File: src/rtl/imuldiv_muldiv_dispatch_pkg.sv
// rtl/imuldiv_muldiv_dispatch_pkg.sv - shared imuldiv message definitions: function codes, tags, helpers
// Purpose: function-code and tag encodings shared by the dispatcher and the mul/div units.
// Ports: none (package).
package imuldiv_muldiv_dispatch_pkg;

    localparam logic [2:0] FN_MUL  = 3'd0;
    localparam logic [2:0] FN_DIV  = 3'd1;
    localparam logic [2:0] FN_DIVU = 3'd2;
    localparam logic [2:0] FN_REM  = 3'd3;
    localparam logic [2:0] FN_REMU = 3'd4;

    // Response-routing tag kept per outstanding request.
    typedef enum logic [1:0] {
        MUL_T  = 2'd0,
        QUO_T  = 2'd1,
        REM_T  = 2'd2,
        ZERO_T = 2'd3
    } tag_t;

    function automatic tag_t fn_to_tag(input logic [2:0] fn);
        tag_t t;
        case (fn)
            FN_MUL:          t = MUL_T;
            FN_DIV, FN_DIVU: t = QUO_T;
            FN_REM, FN_REMU: t = REM_T;
            default:         t = ZERO_T;
        endcase
        return t;
    endfunction

    function automatic logic fn_is_signed(input logic [2:0] fn);
        return (fn == FN_DIV) || (fn == FN_REM);
    endfunction

endpackage

File: src/rtl/imuldiv_TagQueue.sv
// rtl/imuldiv_TagQueue.sv - in-order FIFO of response-routing tags
// Purpose: remembers which unit (or none) owes the next response, in request order.
// Ports: clk, reset (async active-low); push/push_tag write; pop retires head;
//        full/empty status; head is the oldest tag (valid only when !empty).
import imuldiv_muldiv_dispatch_pkg::*;

module imuldiv_TagQueue #(
    parameter int DEPTH = 4
) (
    input  logic clk,
    input  logic reset,
    input  logic push,
    input  tag_t push_tag,
    input  logic pop,
    output logic full,
    output logic empty,
    output tag_t head
);

    localparam int PW = (DEPTH > 1) ? $clog2(DEPTH) : 1;
    localparam logic [PW:0]   FULL_COUNT = DEPTH[PW:0];
    localparam logic [PW:0]   CNT_ONE    = 1;
    localparam logic [PW-1:0] PTR_ONE    = 1;

    tag_t          mem [DEPTH];
    logic [PW-1:0] wr_ptr;
    logic [PW-1:0] rd_ptr;
    logic [PW:0]   count;
    logic          do_push;
    logic          do_pop;

    assign full    = (count == FULL_COUNT);
    assign empty   = (count == '0);
    // Local guards keep the queue consistent even if a caller misbehaves.
    assign do_push = push & ~full;
    assign do_pop  = pop & ~empty;
    assign head    = mem[rd_ptr];

    // DEPTH is a power of two, so natural pointer overflow wraps modulo DEPTH.
    always_ff @(posedge clk or negedge reset) begin
        if (!reset) begin
            wr_ptr <= '0;
            rd_ptr <= '0;
            count  <= '0;
        end else begin
            if (do_push) wr_ptr <= wr_ptr + PTR_ONE;
            if (do_pop)  rd_ptr <= rd_ptr + PTR_ONE;
            case ({do_push, do_pop})
                2'b10:   count <= count + CNT_ONE;
                2'b01:   count <= count - CNT_ONE;
                default: count <= count;
            endcase
        end
    end

    // Contents are don't-care after reset; only the pointers/count matter.
    always_ff @(posedge clk) begin
        if (do_push) mem[wr_ptr] <= push_tag;
    end

endmodule

File: src/rtl/imuldiv_muldiv_dispatch.sv
// rtl/imuldiv_muldiv_dispatch.sv - routes mul/div requests to units and returns results in order
// Purpose: zero-latency request dispatch to a multiplier or divider, with an in-order
//          tag queue that picks the response source and formats the 64-bit result.
// Ports: clk, reset (async active-low);
//        muldivreq_* upstream request (fn, a, b, val/rdy);
//        mulreq_* / divreq_* requests to the units; mulresp_* / divresp_* unit responses;
//        muldivresp_* downstream response (64-bit result, val/rdy).
import imuldiv_muldiv_dispatch_pkg::*;

module imuldiv_muldiv_dispatch #(
    parameter int DEPTH = 4
) (
    input  logic        clk,
    input  logic        reset,

    input  logic [2:0]  muldivreq_msg_fn,
    input  logic [31:0] muldivreq_msg_a,
    input  logic [31:0] muldivreq_msg_b,
    input  logic        muldivreq_val,
    output logic        muldivreq_rdy,

    output logic [31:0] mulreq_msg_a,
    output logic [31:0] mulreq_msg_b,
    output logic        mulreq_val,
    input  logic        mulreq_rdy,

    output logic        divreq_msg_signed,
    output logic [31:0] divreq_msg_a,
    output logic [31:0] divreq_msg_b,
    output logic        divreq_val,
    input  logic        divreq_rdy,

    input  logic [63:0] mulresp_msg_result,
    input  logic        mulresp_val,
    output logic        mulresp_rdy,

    input  logic [63:0] divresp_msg_result,
    input  logic        divresp_val,
    output logic        divresp_rdy,

    output logic [63:0] muldivresp_msg_result,
    output logic        muldivresp_val,
    input  logic        muldivresp_rdy
);

    tag_t req_tag;
    tag_t head;
    logic full;
    logic empty;
    logic not_full;
    logic unit_rdy;
    logic push;
    logic pop;

    assign req_tag  = fn_to_tag(muldivreq_msg_fn);
    assign not_full = ~full;

    assign mulreq_msg_a      = muldivreq_msg_a;
    assign mulreq_msg_b      = muldivreq_msg_b;
    assign divreq_msg_a      = muldivreq_msg_a;
    assign divreq_msg_b      = muldivreq_msg_b;
    assign divreq_msg_signed = fn_is_signed(muldivreq_msg_fn);

    assign mulreq_val = muldivreq_val & not_full & (req_tag == MUL_T);
    assign divreq_val = muldivreq_val & not_full & ((req_tag == QUO_T) | (req_tag == REM_T));

    // Illegal functions need no unit, so only queue space gates them.
    always_comb begin
        unit_rdy = 1'b1;
        case (req_tag)
            MUL_T:        unit_rdy = mulreq_rdy;
            QUO_T, REM_T: unit_rdy = divreq_rdy;
            default:      unit_rdy = 1'b1;
        endcase
    end

    assign muldivreq_rdy = not_full & unit_rdy;
    assign push          = muldivreq_val & muldivreq_rdy;

    // Only the unit owning the head tag may hand over its response; the other is stalled.
    always_comb begin
        muldivresp_val        = 1'b0;
        muldivresp_msg_result = 64'b0;
        mulresp_rdy           = 1'b0;
        divresp_rdy           = 1'b0;
        if (!empty) begin
            case (head)
                MUL_T: begin
                    muldivresp_val        = mulresp_val;
                    muldivresp_msg_result = mulresp_msg_result;
                    mulresp_rdy           = muldivresp_rdy;
                end
                QUO_T: begin
                    muldivresp_val        = divresp_val;
                    muldivresp_msg_result = {32'b0, divresp_msg_result[31:0]};
                    divresp_rdy           = muldivresp_rdy;
                end
                REM_T: begin
                    muldivresp_val        = divresp_val;
                    muldivresp_msg_result = {32'b0, divresp_msg_result[63:32]};
                    divresp_rdy           = muldivresp_rdy;
                end
                default: begin
                    muldivresp_val        = 1'b1;
                    muldivresp_msg_result = 64'b0;
                end
            endcase
        end
    end

    assign pop = muldivresp_val & muldivresp_rdy;

    imuldiv_TagQueue #(
        .DEPTH (DEPTH)
    ) u_tag_queue (
        .clk      (clk),
        .reset    (reset),
        .push     (push),
        .push_tag (req_tag),
        .pop      (pop),
        .full     (full),
        .empty    (empty),
        .head     (head)
    );

endmodule

File: config.mk
export PLATFORM = sky130hd
export DESIGN_NAME = imuldiv_muldiv_dispatch
export DESIGN_NICKNAME = d
export VERILOG_FILES = /design/src/rtl/imuldiv_muldiv_dispatch_pkg.sv /design/src/rtl/imuldiv_TagQueue.sv /design/src/rtl/imuldiv_muldiv_dispatch.sv
export SDC_FILE = /design/constraint.sdc
export NUM_CORES = 1
export LEC_CHECK = 0
export BUFFER_PORTS_ARGS = -buffer_cell sky130_fd_sc_hd__clkbuf_2
export CORE_AREA = 2 2 157 159
export DETAILED_ROUTE_END_ITERATION = 10
export DIE_AREA = 0 0 159 161
export SLEW_MARGIN = 25
export SYNTH_ARGS = -nofsm -noshare
export SYNTH_HDL_FRONTEND = slang
export SYNTH_SLANG_ARGS = --single-unit
File: constraint.sdc
create_clock -name clk -period 4.8 [get_ports clk]
set_clock_uncertainty 0.1 [all_clocks]
set_input_delay 1.2 -clock clk [delete_from_list [all_inputs] [get_ports clk]]
set_output_delay 1.2 -clock clk [all_outputs]
set_load 0.02 [all_outputs]
# Word level (Yosys, flattened, before mapping)
# Memories as Yosys holds them, arrays and structs flattened.
# Cells that the tools add are included.
op_classes:
  eq_ne: 11
  mux: 13
  reduce_logical: 10
  n_addsub: 4
  bitwise: 11
op_table:
  columns: ["operator", "n"]
  rows:
  - ["$pmux W64 S3", 1]
  - ["$mux W64", 1]
  - ["$and A1 B1 Y1", 8]
  - ["$reduce_or A2 Y1", 4]
  - ["$mux W1", 7]
  - ["$eq A2 B1 Y1 const B", 3]
  - ["$eq A2 B2 Y1 const B", 3]
  - ["$eq A3 B2 Y1 const B", 2]
  - ["$eq A3 B3 Y1 const B", 2]
  - ["$logic_not A3 Y1", 2]
  - ["$pmux W2 S3", 1]
  - ["$pmux W3 S2", 1]
  - ["$add A2 B1 Y2 const B", 2]
  - ["$logic_not A2 Y1", 2]
  - ["$pmux W1 S2", 2]
  - ["$add A3 B1 Y3 const B", 1]
  - ["$eq A3 B1 Y1 const B", 1]
  - ["$sub A3 B1 Y3 const B", 1]
  - ["$not A1 Y1", 2]
  - ["$reduce_bool A2 Y1", 1]
  - ["$logic_or A1 B1 Y1", 1]
  - ["$or A1 B1 Y1", 1]
totals:
  output_inout_bits: 199
  word_cells: 53
  ramBits: 8
  reg_bits: 7
  inputBits: 203
  mem_count: 1
mem_list:
  columns: ["name", "words", "word_bits", "read_ports", "rd_clocked_by_memory_dff", "wr", "line", "rtl"]
  rows:
  - ["u_tag_queue.mem", 4, 2, 1, 0, 1, "imuldiv_TagQueue.sv:25", "tag_t mem [DEPTH];"]

# Longest topological paths before layout
depth:
  ltp_word: 11
  ltp_mapped: 13

# Modules after synthesis
# A second synthesis with hierarchy kept.
unflattened:
  hier_cells: 327
  hier_area_um2: 2685.1
modules_own_cells:
  columns: ["module", "cells_per_inst", "area_per_inst_um2", "instances"]
  rows:
  - ["imuldiv_muldiv_dispatch", 280, 1959.4, 1]
  - ["imuldiv_TagQueue", 47, 725.7, 1]

# Least setup slack after synthesis
# Ideal clock, no wire load.
synth_path:
  kind: "input -> output"
  startpoint: "input port muldivreq_msg_fn[0]"
  endpoint: "output port mulreq_val"
  n_path_buf: 0
  slack_ns: 0.699
  stages: 7
  arrival_time_ns: 2.801
  cell_sequence: "inv_1 -> nor2_1 -> a22oi_1 -> ha_1 -> a22oi_1 -> o21ai_1 -> nor3b_1"
synth_via:
  elab_chain_cells: 5
  elab_cells_between_ends: 10
synth_rtl:
  columns: ["item", "line", "rtl"]
  rows:
  - ["start, declared", "imuldiv_muldiv_dispatch.sv:16", "input logic [2:0] muldivreq_msg_fn,"]
  - ["$eq A3 B2 Y1, or another cell as far along", "imuldiv_muldiv_dispatch_pkg.sv:22", "case (fn)"]
  - ["$reduce_or A2 Y1", "imuldiv_muldiv_dispatch_pkg.sv:22", null]
  - ["$pmux W2 S3 *", "imuldiv_muldiv_dispatch_pkg.sv:22", null]
  - ["named net req_tag[1]", "imuldiv_muldiv_dispatch.sv:46", "tag_t req_tag;"]
  - ["$logic_not A2 Y1 *", "imuldiv_muldiv_dispatch.sv:64", "assign mulreq_val = muldivreq_val & not_full & (req_tag == MUL_T);"]
  - ["$and A1 B1 Y1 *", "imuldiv_muldiv_dispatch.sv:64", null]
  - ["end, declared", "imuldiv_muldiv_dispatch.sv:24", "output logic mulreq_val,"]
# The timed path passes the listed nets; every way through them passes the cells marked *.

# Worst setup path after layout
# Same ends and word-level chain as after synthesis.

==> impl_metrics.env <==
export IMPL_status="complete, no violations"
export IMPL_worst_setup_path_start_kind="input pin"
export IMPL_critPathRequiredTime_ns=3.50
export IMPL_ys_warn_count=0
export IMPL_route_vias_total=2622
export IMPL_fin_crit_sh=0.839
export IMPL_routedWlPerCell_um=14.0
export IMPL_grt_pass1_wl_mm=14.3
export IMPL_synth_seq_cells=15
export IMPL_p_leak_nw=1.70
export IMPL_r2r_cells=12
export IMPL_tightestPinTransition_ns=0.511
export IMPL_nFillCells=2756
export IMPL_grt_pass1_vias=2432
export IMPL_cts_setup_buffers=0
export IMPL_cts_made_buffers=3
export IMPL_timing_max_cap_violations=0
export IMPL_ys_types=36
export IMPL_critPathArrivalTime_ns=2.73
export IMPL_clock_sinks=15
export IMPL_drt_iter0_drc=302
export IMPL_clock_power_share=0.074
export IMPL_cts_root_buf="clkbuf_16"
export IMPL_syn_area_um2=2670
export IMPL_setup_ws_ns=0.773
export IMPL_detail_route_antenna_nets=0
export IMPL_crit_type="in2out"
export IMPL_start_util=0.111
export IMPL_synth_top_area_frac=0.360
export IMPL_cts_resized=0
export IMPL_fmax_ghz=0.248
export IMPL_netlist_instances=328
export IMPL_slowest_stage="ha_1"
export IMPL_combPwrFrac=0.822
export IMPL_synth_top_area_cell="buf_4"
export IMPL_path_max_fanout=6
export IMPL_pin_count=402
export IMPL_clk_latency_ns=0.24
export IMPL_groute_usage_overall=0.0707
export IMPL_finalWirelength_mm=10.1
export IMPL_seq_power_share=0.103
export IMPL_finalWeightedCongestion=0.741
export IMPL_fin_crit_ns=4.03
export IMPL_syn2layout_area_growth_pct=20.0
export IMPL_diodes=0
export IMPL_holdPathStages=1
export IMPL_pre_cts_ws_ns=0.752
export IMPL_first_pass_iters=6
export IMPL_overflow=0
export IMPL_yosys_top_cells_area="buf_4, a222oi_1, edfxtp_1"
export IMPL_p_sw_mw=1.23
export IMPL_drc_errors=0
export IMPL_finalMaxSlewViolations=0
export IMPL_cts_hold_buffers=0
export IMPL_power_internal_mw=0.912
export IMPL_syn_nets=542
export IMPL_end_kind="output pin"
export IMPL_fin_total_pwr_mw=2.14
export IMPL_hold_viol_final=0
export IMPL_hold_path_class="reg2reg"
export IMPL_p_sw_frac=0.574
export IMPL_htreeDepth=1
export IMPL_nets=613
export IMPL_clkTransAtPathRegs_ns=0.05
export IMPL_core_area_um2=24000
export IMPL_cts_tree="yes"
export IMPL_ir_drop_mv=0.224
export IMPL_cts_max_path_buffers=2
export IMPL_power_density_nw_per_um2=668
export IMPL_grt_antenna_before_repair=0
export IMPL_num_rows=57
export IMPL_numPortBuffers=209
export IMPL_rsz0062_at_grt="false"
export IMPL_dp_hpwl_mm=8.40
export IMPL_cp_cell_sequence="clkbuf_2 -> nor2_2 -> a22oi_1 -> ha_1 -> a22oi_1 -> o21ai_1 -> nor3b_1 -> clkbuf_2"
export IMPL_ys_seq_area_frac=0.156
export IMPL_finalSetupViolations=0
export IMPL_layout_drive_gt1_share=0.570
export IMPL_avgViaCountPerCell=3.63
export IMPL_crit_path_max_incr_delay_ns=0.26
export IMPL_syn_avg_cell_area_um2=8.14
export IMPL_max_slew_margin_rel=0.659
export IMPL_setup_tns_final_ns=0
export IMPL_die_height_um=161
export IMPL_grt_max_degree=48
export IMPL_dieWidth_um=159
export IMPL_dieArea_um2=25600
## cells by family after synthesis
family | share of synthesized area
DFF | 0.156
muxes | 0.0225
buffers and inverters | 0.407
AOI/OAI and AO/OA | 0.165
and+or+nand+nor | 0.173
adders and majority gates | 0.0544
xor gates and xnor gates | 0.0230
## placed cells by master (no fill, tap or decap), types with 5 or more instances in the layout
master,instances
clkbuf_2,209
nor2_1,37
and3_1,35
a222oi_1,32
inv_1,10
ha_1,9
edfxtp_1,8
dfrtp_1,7
and2_1,5
## power by group through the flow
stage	Clock, mW	Combinational [mW]	Sequential (mW)
final	0.159	1.76	0.221
after detailed placement	0	1.78	0.225
after global routing	0.169	1.91	0.228
after floorplan	0	1.34	0.214
after global placement	0	1.76	0.224
after CTS	0.165	1.79	0.223
## registers in the layout, indices dropped and copies added (netlist names)
signal / flops
u_tag_queue.count: 3
u_tag_queue.mem: 8
u_tag_queue.rd_ptr: 2
u_tag_queue.wr_ptr: 2
## final timing paths
| kind | startpoint | end | slack, ns |
|---|---|---|---|
| hold / removal | u_tag_queue.count[2] | u_tag_queue.count[2] | 0.42 |
| setup reg to reg | u_tag_queue.rd_ptr[0] | u_tag_queue.count[2] | 1.17 |
| max in group asynchronous | reset | u_tag_queue.count[1] | 3.75 |
| min in group asynchronous | reset | u_tag_queue.wr_ptr[0] | 0.68 |
| hold reg to reg | u_tag_queue.count[2] | u_tag_queue.count[2] | 0.42 |
| setup / recovery | muldivreq_msg_fn[0] | mulreq_val | 0.77 |
## cells in the mapped netlist (all sizes together)
library cell and count:
and2 5, clkbuf 14, or3 1, edfxtp 8
o21a 1, xor2 4, a21oi 3, ha 10
nand2 4, a32oi 1, and3 35, a222oi 32
fa 1, dfrtp 7, nor3 1, nor2 38
nand3 1, nor3b 2, o21ai 4, inv 10
or3b 1, nand2b 1, buf 134, a221oi 1
mux4 2, xnor2 3, a31oi 1, a22oi 2
mux2 1
## metal layers
layer  global-route usage  vias to the layer above  routed length, um
met2                0.102                      256               4230
met5                    0                        -                  0
met1               0.0864                     1184               3990
met4               0.0140                        0                 97
li1                     -                     1174                  -
met3               0.0498                        8               1760
## stage by stage
stage	instances	util	hold WS, ns	cell area (um^2)
floorplan	328	-	0.368	2670
global route	722	0.134	0.434	3200
CTS	722	0.134	0.428	3200
global placement	718	0.130	0.410	3130
detailed placement	718	0.130	0.418	3130
finish	722	0.134	0.420	3200
## critical path, delay by kind of cell
family / cells / cell delay (ns)
buffers and inverters: 2 / 0.33
AND/OR/NAND/NOR: 2 / 0.46
AO/OA/AOI/OAI: 3 / 0.48
adder cells (fa/ha/maj): 1 / 0.26
## layout make-up
type | instances | area, um^2 | area share
Multi-Input combinational cell | 155 | 1170 | 0.365
Tap cell | 324 | 405 | 0.127
Timing Repair Buffer | 214 | 1100 | 0.342
Inverter | 10 | 37.5 | 0.0117
Clock buffer | 4 | 78.8 | 0.0246
Sequential cell | 15 | 415 | 0.130
Power figures use the tool's default switching activity.
